==> src/rtl/id_ex_stage.sv <==
// id_ex_stage: ID/EX pipeline register with WB bypass, stall hold, flush bubble and saturating bubble counter
module id_ex_stage #(
   parameter int AWL = 5,
   parameter int DWL = 32,
   parameter int CWL = 12,
   parameter int BCW = 16
) (
   input  logic           CLK,
   input  logic           RST,
   input  logic           STALL,
   input  logic           FLUSH,
   input  logic           ID_VALID,
   input  logic [AWL-1:0] ID_RA1,
   input  logic [AWL-1:0] ID_RA2,
   input  logic [AWL-1:0] ID_WA,
   input  logic [CWL-1:0] ID_CTRL,
   input  logic [DWL-1:0] ID_IMM,
   input  logic [DWL-1:0] RFRD1,
   input  logic [DWL-1:0] RFRD2,
   input  logic           WB_WE,
   input  logic [AWL-1:0] WB_WA,
   input  logic [DWL-1:0] WB_WD,
   output logic           EX_VALID,
   output logic [DWL-1:0] EX_RD1,
   output logic [DWL-1:0] EX_RD2,
   output logic [AWL-1:0] EX_RA1,
   output logic [AWL-1:0] EX_RA2,
   output logic [AWL-1:0] EX_WA,
   output logic [CWL-1:0] EX_CTRL,
   output logic [DWL-1:0] EX_IMM,
   output logic [BCW-1:0] BUBBLE_CNT
);
   logic [BCW-1:0] bub_next;
   assign bub_next = (BUBBLE_CNT == '1) ? BUBBLE_CNT : BUBBLE_CNT + BCW'(1);
   always_ff @(posedge CLK) begin
      if (RST) begin
         EX_VALID   <= 1'b0;
         EX_RD1     <= '0;
         EX_RD2     <= '0;
         EX_RA1     <= '0;
         EX_RA2     <= '0;
         EX_WA      <= '0;
         EX_CTRL    <= '0;
         EX_IMM     <= '0;
         BUBBLE_CNT <= '0;
      end else if (FLUSH) begin
         EX_VALID   <= 1'b0;
         EX_RD1     <= '0;
         EX_RD2     <= '0;
         EX_RA1     <= '0;
         EX_RA2     <= '0;
         EX_WA      <= '0;
         EX_CTRL    <= '0;
         EX_IMM     <= '0;
         BUBBLE_CNT <= bub_next;
      end else if (STALL) begin
         // held operands must track writebacks that land while EX is frozen
         if (EX_VALID && WB_WE && WB_WA == EX_RA1) EX_RD1 <= WB_WD;
         if (EX_VALID && WB_WE && WB_WA == EX_RA2) EX_RD2 <= WB_WD;
      end else begin
         EX_VALID <= ID_VALID;
         EX_RD1   <= (WB_WE && WB_WA == ID_RA1) ? WB_WD : RFRD1;
         EX_RD2   <= (WB_WE && WB_WA == ID_RA2) ? WB_WD : RFRD2;
         EX_RA1   <= ID_RA1;
         EX_RA2   <= ID_RA2;
         EX_WA    <= ID_WA;
         EX_CTRL  <= ID_VALID ? ID_CTRL : '0;
         EX_IMM   <= ID_IMM;
         if (!ID_VALID) BUBBLE_CNT <= bub_next;
      end
   end
endmodule

==> config.mk <==
export PLATFORM = sky130hd
export DESIGN_NAME = id_ex_stage
export DESIGN_NICKNAME = d
export VERILOG_FILES = /design/src/rtl/id_ex_stage.sv
export SDC_FILE = /design/constraint.sdc
export NUM_CORES = 1
export LEC_CHECK = 0
export BUFFER_PORTS_ARGS = -buffer_cell sky130_fd_sc_hd__buf_4
export CORE_ASPECT_RATIO = 0.9
export CORE_MARGIN = 2
export CORE_UTILIZATION = 42
export DETAILED_ROUTE_END_ITERATION = 12
export PLACE_DENSITY = 0.77
export SETUP_SLACK_MARGIN = 0.05
export SYNTH_ARGS = -nofsm -noshare
export SYNTH_HDL_FRONTEND = slang
export SYNTH_SLANG_ARGS = --single-unit
==> constraint.sdc <==
create_clock -name CLK -period 2.1 [get_ports CLK]
set_input_delay 0.63 -clock CLK [delete_from_list [all_inputs] [get_ports CLK]]
set_output_delay 0.63 -clock CLK [all_outputs]
set_load 0.02 [all_outputs]
==> results.py, run 1 <==
metrics = {
    "placed_design": {
        "globalplace.congestion": 0.828,
        "port-buffer-count": 305,
        "dpl.hpwl_um": 14600,
        "placed_area_um2": 9030,
        "place_ws_ns": -0.184,
    },
    "logic_synthesis": {
        "ys_seq_area_share_pct": 44.0,
        "synth_nets": 879,
        "avgSynthCellArea_um2": 8.95,
        "ys_ff_latch": 140,
        "synth.area.top_cells": "dfxtp_1 (44%), mux2i_1 (13%), nand2_1 (6.1%)",
        "ys_warn_count": 0,
        "synthCells": 712,
        "synth.distinct_cells": 40,
        "synth_top_area_share_pct": 44.0,
        "synth_area_um2": 6370,
        "synth_largest_area_cell": "dfxtp_1",
    },
    "setup_path": {
        "crit_chain": "buf_4 -> inv_2 -> a222oi_1 -> nor4b_4 -> buf_12 -> mux2i_1 -> a31oi_2",
        "worst-path-max-fanout": 32,
        "path_delay_family": "compound AO/OA/AOI/OAI gates",
        "worstPathArrival_ns": 2.18,
        "endpoint_kind": "flip-flop",
        "path_buf_inv": 3,
        "worst_ep_required_time_ns": 2.39,
        "crit_slowest_cell": "a222oi_1",
        "max_stage_delay_ns": 0.39,
        "path_class": "input port to flip-flop",
        "start_kind": "input port",
    },
    "clock_network": {
        "cts_hold_buffers": 0,
        "cts_tree": "built",
        "post-cts-setup-buffer-count": 0,
        "clk_latency_ns": 0.41,
        "clkSlewWorstSetupHoldPaths_ns": 0.06,
        "clockBufferDepth": 2,
        "cts_resized": 0,
        "clock-sinks": 140,
        "htreeDepth": 4,
        "root_buffer": "clkbuf_16",
        "cts_buffers": 17,
    },
    "layout": {
        "diodes": 0,
        "n_fill_cell": 1265,
        "area_growth_pct": 51.0,
        "final_util_pct": 65.1,
        "layout-drive-gt1-share_pct": 39.0,
        "nNetsFinal": 1175,
        "fin_area_um2": 9620,
    },
    "global_route": {
        "antenna_found_initial": 0,
        "grt_pass1_vias": 6091,
        "grt_start_max_net_pins": 65,
        "met1_usage_pct": 29.1,
        "grt_util_met3_pct": 7.42,
        "grt_usage_pct": 24.4,
        "grt-ovfl-total": 0,
        "grt_pass1_wl_um": 31100,
        "grt_busiest_layer": "met2",
        "use_met2_pct": 41.1,
    },
    "sta": {
        "fmax_mhz": 530,
        "worst_slew_pin_slew_ns": 0.912,
        "fin_skew_ns": 0.00861,
        "slew_viol_final": 0,
        "finalCritPeriodShare_pct": 89.8,
        "min_period_ns": 1.89,
        "rsz0062_at_grt": "no",
        "finalSetupViolations": 0,
        "finalSetupTns_ns": 0,
        "hold_violations": 0,
        "max-slew-margin-rel_pct": 39.1,
        "final.setup.worst_slack_ns": 0.214,
    },
    "routing": {
        "first_iter_violations": 397,
        "drtPass1Iterations": 6,
        "wl_per_cell_um": 16.5,
        "drc": 0,
        "vias": 6296,
        "wl_um": 20100,
        "viasPerCell": 5.16,
        "final_antenna_net_count": 0,
    },
    "status": {
        "status": "finished, final reports clean",
    },
    "power_and_ir_drop": {
        "ir_worst_vdd_v": 0.000659,
        "power_density_nw_per_um2": 722,
        "leakage_nw": 4.21,
    },
    "floorplanning": {
        "num_io_pins": 306,
        "core_um2": 14800,
        "num_rows": 42,
        "design.die.area_um2": 16200,
        "initial_core_util_pct": 43.1,
        "die_h_um": 121,
        "die_x_um": 134,
    },
    "job": {
        "drv_cap": 0,
    },
    "min_path": {
        "hp-class": "input port to flip-flop",
    },
}
## final cells by class
class	instances	area (um^2)	area share, %
inverters	4	15.0	0.156
flip-flops and latches	140	2800	29.1
repair buffers	330	2620	27.2
clock inverters	10	143	1.48
well taps	198	248	2.58
multi-input cells	515	3350	34.8
clock buffers	22	444	4.62
## synthesized netlist by cell type (all sizes together)
cell,number
a211oi,3
a21oi,7
a222oi,1
a22oi,12
a31oi,64
and2,3
and3,2
and4b,1
buf,15
clkbuf,38
dfxtp,140
ha,1
inv,4
mux2i,83
nand2,104
nand3,6
nand4,7
nand4b,1
nor2,77
nor2b,33
nor3,3
nor4b,2
o211ai,1
o21ai,65
o21ba,2
o21bai,3
o22ai,1
o31ai,2
or2,2
or4b,1
xnor2,22
xor2,6
## sequential cells by signal, summed over array words and instances (netlist names)
signal      count
EX_IMM         32
EX_RD1         32
EX_CTRL        12
EX_RA2          5
EX_RD2         32
EX_WA           5
EX_RA1          5
EX_VALID        1
BUBBLE_CNT     16
## metal layers
| metal | share of wire [%] | vias to the layer above |
|---|---|---|
| met5 | 0 | - |
| met4 | 2.2 | 0 |
| met3 | 8.7 | 32 |
| met2 | 48 | 274 |
| met1 | 41 | 2924 |
| li1 | - | 3066 |
## power breakdown
group | switching [mW] | internal, mW
clock | 1.15 | 1.87
sequential | 0.0592 | 2.75
combinational | 0.561 | 0.548
## cells by family (layout without fill, tap and decap cells)
logic type	count (synthesis)	in the layout	share of synthesized area (%)
simple gates	242	242	17.0
buf+inv	57	366	3.89
flops	140	140	44.0
mux	83	83	13.0
xor+xnor	28	28	3.85
compound gates	161	161	18.0
fa+ha+maj	1	1	0.196
## through the flow
stage                     hold slack [ns]  power, mW  instances
after global placement              0.476       3.96       1187
after detailed placement            0.488       3.97       1187
after global routing                0.432       7.19       1219
final                               0.441       6.94       1219
after CTS                           0.426       6.98       1219
after floorplan                     0.556       3.40        712
## worst register-to-register path: stages (launching register included)
cell	delay, ns
dfxtp_1	0.40
xnor2_1	0.15
nand4_1	0.20
o31ai_4	0.28
buf_12	0.28
o21ai_0	0.20
a31oi_2	0.16
## final timing paths
| check | startpoint | to | slack [ns] | cells past startpoint |
|---|---|---|---|---|
| setup reg to reg | EX_RA2[3] | EX_RD2[22] | 0.35 | 6 |
| hold / removal | ID_IMM[18] | EX_IMM[18] | 0.44 | 3 |
| hold reg to reg | EX_IMM[0] | EX_IMM[0] | 0.50 | 2 |
| setup / recovery | WB_WA[0] | EX_RD2[13] | 0.21 | 7 |
## cell usage in the layout (no fill, tap or decap), drive strengths merged, types with 3 or more instances in the layout
master,n
buf,330
dfxtp,140
nand2,104
mux2i,83
nor2,77
o21ai,65
a31oi,64
nor2b,33
xnor2,22
clkbuf,22
a22oi,12
nand4,7
a21oi,7
xor2,6
nand3,6
clkinv,6
inv,4
a211oi,3
bufinv,3
o21bai,3
and2,3
nor3,3
Power figures use the tool's default switching activity.
==> run 2, diff against run 1 <==
--- a/config.mk
+++ b/config.mk
@@ -10,7 +10,7 @@
 export CORE_MARGIN = 2
 export CORE_UTILIZATION = 42
 export DETAILED_ROUTE_END_ITERATION = 12
-export PLACE_DENSITY = 0.77
+export PLACE_DENSITY = 0.89
 export SETUP_SLACK_MARGIN = 0.05
 export SYNTH_ARGS = -nofsm -noshare
 export SYNTH_HDL_FRONTEND = slang
==> run 2 against run 1 <==
Effect of this change:
- critical path depth stayed put
- hold slack better by 0.013 ns
- clock power increased by 5%
- critical endpoint is now EX_RD2[9]
- sequential power is essentially flat
- global-route usage is 0.78 points lower
- design area shrank 0.69%
- die area stayed put
- via count grew 0.25%
- total power grew 1.8%
- sequential share of layout area grew 0.20 points
- sequential cell count stayed put
==> results.py, run 2 (synthesis gave the netlist of run 1 again) <==
metrics = {
    "status": {
        "status": "finished, final reports clean",
    },
    "setup_path": {
        "r2r_cells": 6,
        "r2r-start": "EX_RA1[0]",
        "path_class": "input port to flip-flop",
        "start_kind": "input port",
        "max_stage_delay_ns": 0.35,
        "worst_ep_required_time_ns": 2.38,
        "endpoint_kind": "flip-flop",
        "crit_chain": "buf_4 -> inv_2 -> a222oi_1 -> nor4b_4 -> buf_12 -> mux2i_1 -> a31oi_2",
        "worst-r2r-setup-slack_ns": 0.41,
        "rr_endpoint": "EX_RD1[26]",
        "worst-path-max-fanout": 32,
        "worstPathArrival_ns": 2.16,
        "crit_slowest_cell": "a222oi_1",
    },
    "routing": {
        "wl_um": 19500,
        "vias": 6312,
        "final_antenna_net_count": 0,
        "wl_per_cell_um": 16.1,
        "drtPass1Iterations": 5,
        "drc": 0,
        "viasPerCell": 5.20,
        "first_iter_violations": 403,
    },
    "layout": {
        "layout_commonest_cell": "buf_4",
        "layout-drive-gt1-share_pct": 39.0,
        "top_regs": "EX_IMM: 32 flops, EX_RD1: 32 flops, EX_RD2: 32 flops",
        "fin_area_um2": 9550,
        "instances_no_fill": 1215,
        "final_util_pct": 64.7,
        "diodes": 0,
        "nNetsFinal": 1171,
        "area_growth_pct": 49.9,
        "most-common-layout-cells": "buf_4 (321), dfxtp_1 (140), nand2_1 (104)",
    },
    "clock_network": {
        "cts_resized": 0,
        "clkSlewWorstSetupHoldPaths_ns": 0.06,
        "cts_hold_buffers": 0,
        "cts_tree": "built",
        "clk_latency_ns": 0.41,
        "clock-sinks": 140,
        "clockBufferDepth": 2,
        "root_buffer": "clkbuf_16",
        "post-cts-setup-buffer-count": 0,
        "htreeDepth": 4,
        "cts_buffers": 17,
    },
    "global_route": {
        "grt_start_max_net_pins": 65,
        "grt_pass1_vias": 6074,
        "grt-ovfl-total": 0,
        "grt_pass1_wl_um": 30400,
        "grt_usage_pct": 23.6,
        "antenna_found_initial": 0,
    },
    "floorplanning": {
        "core_um2": 14800,
        "initial_core_util_pct": 43.1,
        "design.die.area_um2": 16200,
        "die_x_um": 134,
        "num_rows": 42,
        "die_h_um": 121,
        "num_io_pins": 306,
    },
    "sta": {
        "rsz0062_at_grt": "no",
        "min_period_ns": 1.88,
        "finalSetupTns_ns": 0,
        "fmax_mhz": 532,
        "max-slew-margin-rel_pct": 38.2,
        "finalCritPeriodShare_pct": 89.6,
        "worst_slew_pin_slew_ns": 0.926,
        "slew_viol_final": 0,
        "fin_skew_ns": 0.0105,
        "hold_violations": 0,
        "finalSetupViolations": 0,
    },
    "placed_design": {
        "dpl.hpwl_um": 14100,
        "port-buffer-count": 305,
        "dp.cells": 1183,
        "globalplace.congestion": 0.882,
        "placed_area_um2": 8920,
    },
    "job": {
        "drv_cap": 0,
    },
    "min_path": {
        "hp-class": "input port to flip-flop",
        "holdPathStages": 3,
        "min_from": "ID_IMM[6]",
        "holdPathEnd": "EX_IMM[6]",
    },
    "power_and_ir_drop": {
        "total_power_mw": 7.07,
        "power_density_nw_per_um2": 740,
        "ir_worst_vdd_v": 0.000530,
        "leakage_nw": 4.19,
    },
}
run 2: cell count changes in the layout (fill, tap and decap cells not counted), sizes merged:
cell    previous run  this run
inv                4         5
bufinv             3         4
clkbuf            22        21
clkinv             6         5
buf              330       326
run 2: layout make-up:
type	count	area (um^2)
clock buffer	21	460
clock inverter	11	165
fill	1177	5220
inverter	4	15.0
multi-input combinational	515	3350
sequential	140	2800
tap	198	248
timing repair buffer	326	2510
run 2: worst max-delay path by stage:
stage / start / endpoint / slack (ns) / cells after the start
global placement: WB_WA[0] / EX_RD2[14] / -0.09 / 7
detailed placement: WB_WA[0] / EX_RD2[11] / -0.17 / 7
CTS: WB_WA[0] / EX_RD2[9] / 0.25 / 7
finish: WB_WA[0] / EX_RD2[9] / 0.22 / 7
floorplan: WB_WA[3] / EX_RD2[10] / 0.01 / 6
global route: WB_WA[0] / EX_RD2[9] / 0.12 / 7
run 2: critical path, delay by kind of cell:
family	cells	cell delay, ns
AOI/OAI and AO/OA	2	0.46
and+or+nand+nor	1	0.31
muxes	1	0.32
buffers and inverters	3	0.40
run 2: routing by layer:
layer | share of wire [%] | up-vias | track usage [%]
met5 | 0 | - | 0
met4 | 2.7 | 0 | 9.71
met3 | 8.4 | 42 | 7.55
met2 | 50 | 281 | 41.0
met1 | 39 | 2918 | 26.9
li1 | - | 3071 | -
run 2: report_power, final:
part	total, mW	switching (mW)	internal (mW)
clock	3.18	1.13	2.05
combinational	1.08	0.552	0.525
sequential	2.81	0.0580	2.75
run 2: metrics by stage:
stage	worst slack, ns	hold slack (ns)
after detailed placement	-0.167	0.487
after global placement	-0.0858	0.475
final	0.219	0.454
after CTS	0.252	0.430
after global routing	0.118	0.441
after floorplan	0.0130	0.556
==> run 3, diff against run 2 <==
--- a/config.mk
+++ b/config.mk
@@ -7,9 +7,10 @@
 export LEC_CHECK = 0
 export BUFFER_PORTS_ARGS = -buffer_cell sky130_fd_sc_hd__buf_4
 export CORE_ASPECT_RATIO = 0.9
-export CORE_MARGIN = 2
+export CORE_MARGIN = 1.5
 export CORE_UTILIZATION = 42
 export DETAILED_ROUTE_END_ITERATION = 12
+export MAX_ROUTING_LAYER = met4
 export PLACE_DENSITY = 0.89
 export SETUP_SLACK_MARGIN = 0.05
 export SYNTH_ARGS = -nofsm -noshare
==> run 3 against run 2 <==
Effect of this change:
- sequential share of layout area decreased by 0.21 points
- first-iteration DRC count decreased by 3.0%
- register-to-register slack got worse by 0.16 ns
- wire length increased by 1.9%
- via count decreased by 0.21%
- fmax decreased by 2.5%
- critical endpoint is now EX_RD2[17]
- highest routed layer unchanged
==> results.py, run 3 (synthesis gave the netlist of run 1 again) <==
metrics = {
    "setup_path": {
        "worstPathArrival_ns": 2.21,
        "path_buf_inv": 3,
        "worst_ep_required_time_ns": 2.38,
        "max_stage_delay_ns": 0.36,
        "start_kind": "input port",
        "rr_endpoint": "EX_RD2[14]",
        "endpoint_kind": "flip-flop",
        "worst-path-max-fanout": 32,
        "r2r_cells": 6,
        "path_class": "input port to flip-flop",
        "r2r-start": "EX_RA2[4]",
        "worst-r2r-setup-slack_ns": 0.25,
        "crit_chain": "buf_4 -> inv_2 -> a222oi_1 -> nor4b_4 -> buf_12 -> mux2i_1 -> a31oi_2",
        "crit_slowest_cell": "a222oi_1",
        "path_delay_family": "compound AO/OA/AOI/OAI gates",
    },
    "min_path": {
        "min_from": "ID_WA[4]",
        "holdPathStages": 3,
        "hp-class": "input port to flip-flop",
        "holdPathEnd": "EX_WA[4]",
    },
    "global_route": {
        "grt_start_max_net_pins": 67,
        "grt_pass1_wl_um": 31100,
        "grt_usage_pct": 25.1,
        "grt_pass1_vias": 6366,
        "grt-ovfl-total": 0,
        "antenna_found_initial": 0,
    },
    "clock_network": {
        "cts_resized": 0,
        "post-cts-setup-buffer-count": 0,
        "htreeDepth": 4,
        "clock-sinks": 140,
        "cts_buffers": 17,
        "clockBufferDepth": 2,
        "cts_hold_buffers": 0,
        "clk_latency_ns": 0.41,
        "clkSlewWorstSetupHoldPaths_ns": 0.06,
        "cts_tree": "built",
        "root_buffer": "clkbuf_16",
    },
    "floorplanning": {
        "core_um2": 14800,
        "die_x_um": 133,
        "initial_core_util_pct": 43.1,
        "num_rows": 42,
        "design.die.area_um2": 15900,
        "num_io_pins": 306,
        "die_h_um": 120,
    },
    "sta": {
        "finalSetupViolations": 0,
        "finalCritPeriodShare_pct": 91.9,
        "hold_violations": 0,
        "max-slew-margin-rel_pct": 40.6,
        "fmax_mhz": 518,
        "final.setup.worst_slack_ns": 0.170,
        "worst_slew_pin_slew_ns": 0.890,
        "rsz0062_at_grt": "no",
        "slew_viol_final": 0,
        "min_period_ns": 1.93,
        "hold_slack_ns": 0.446,
        "fin_skew_ns": 0.00807,
    },
    "placed_design": {
        "place_ws_ns": -0.234,
        "globalplace.congestion": 0.883,
        "dpl.hpwl_um": 14300,
        "placed_area_um2": 8980,
        "port-buffer-count": 305,
        "dp.cells": 1184,
    },
    "routing": {
        "first_iter_violations": 391,
        "final_antenna_net_count": 0,
        "wl_per_cell_um": 16.4,
        "drc": 0,
        "vias": 6299,
        "wl_um": 19900,
        "viasPerCell": 5.18,
        "drtPass1Iterations": 5,
    },
    "layout": {
        "top_regs": "EX_IMM: 32 flops, EX_RD1: 32 flops, EX_RD2: 32 flops",
        "layout_commonest_cell": "buf_4",
        "instances_no_fill": 1216,
        "fin_area_um2": 9620,
        "nNetsFinal": 1172,
        "diodes": 0,
        "area_growth_pct": 51.0,
        "most-common-layout-cells": "buf_4 (318), dfxtp_1 (140), nand2_1 (104)",
        "layout-drive-gt1-share_pct": 39.1,
    },
    "job": {
        "drv_cap": 0,
    },
    "status": {
        "status": "finished, final reports clean",
    },
    "power_and_ir_drop": {
        "ir_worst_vdd_v": 0.000612,
        "power_density_nw_per_um2": 741,
        "leakage_nw": 4.21,
        "total_power_mw": 7.12,
    },
}
-- run 3: worst register-to-register path, cell delays in order (launching register included) --
cell and delay (ns):
dfxtp_1 0.34, xnor2_1 0.29, nand4_1 0.21, o31ai_4 0.25
buf_12 0.30, o21ai_0 0.22, a31oi_2 0.16
-- run 3: final cells by class --
cell class,instances,area (um^2)
flip-flops and latches,140,2800
clock inverters,10,163
multi-input cells,515,3350
inverters,4,15.0
clock buffers,22,474
well taps,198,248
fillers,1170,5150
repair buffers,327,2570
-- run 3: worst max-delay path by stage --
stage	start	slack, ns	cells after the start	end
3_5_place_dp	WB_WA[0]	-0.23	7	EX_RD2[17]
6_report	WB_WA[0]	0.17	7	EX_RD2[17]
5_1_grt	WB_WA[0]	0.14	7	EX_RD2[17]
2_1_floorplan	WB_WA[3]	0.01	6	EX_RD2[10]
4_1_cts	WB_WA[0]	0.24	7	EX_RD2[17]
3_3_place_gp	WB_WA[0]	-0.09	7	EX_RD2[13]
-- run 3: metal layers --
layer | global-route usage (%) | share of wire, % | vias up
met4 | 11.1 | 3.1 | 0
met2 | 43.4 | 50 | 283
met3 | 5.79 | 6.8 | 48
met5 | - | 0 | -
li1 | - | - | 3064
met1 | 27.9 | 40 | 2904
-- run 3: where the power goes --
part | internal [mW] | switching [mW] | total (mW)
registers | 2.75 | 0.0608 | 2.81
clock network | 2.08 | 1.13 | 3.21
logic | 0.538 | 0.559 | 1.10
total | 5.37 | 1.75 | 7.12
-- run 3: stage by stage --
step | TNS [ns] | util (%)
after global routing | 0 | 65.1
final | 0 | 65.1
after detailed placement | -7.98 | 60.8
after CTS | 0 | 65.1
after global placement | -2.47 | 60.8
after floorplan | 0 | -
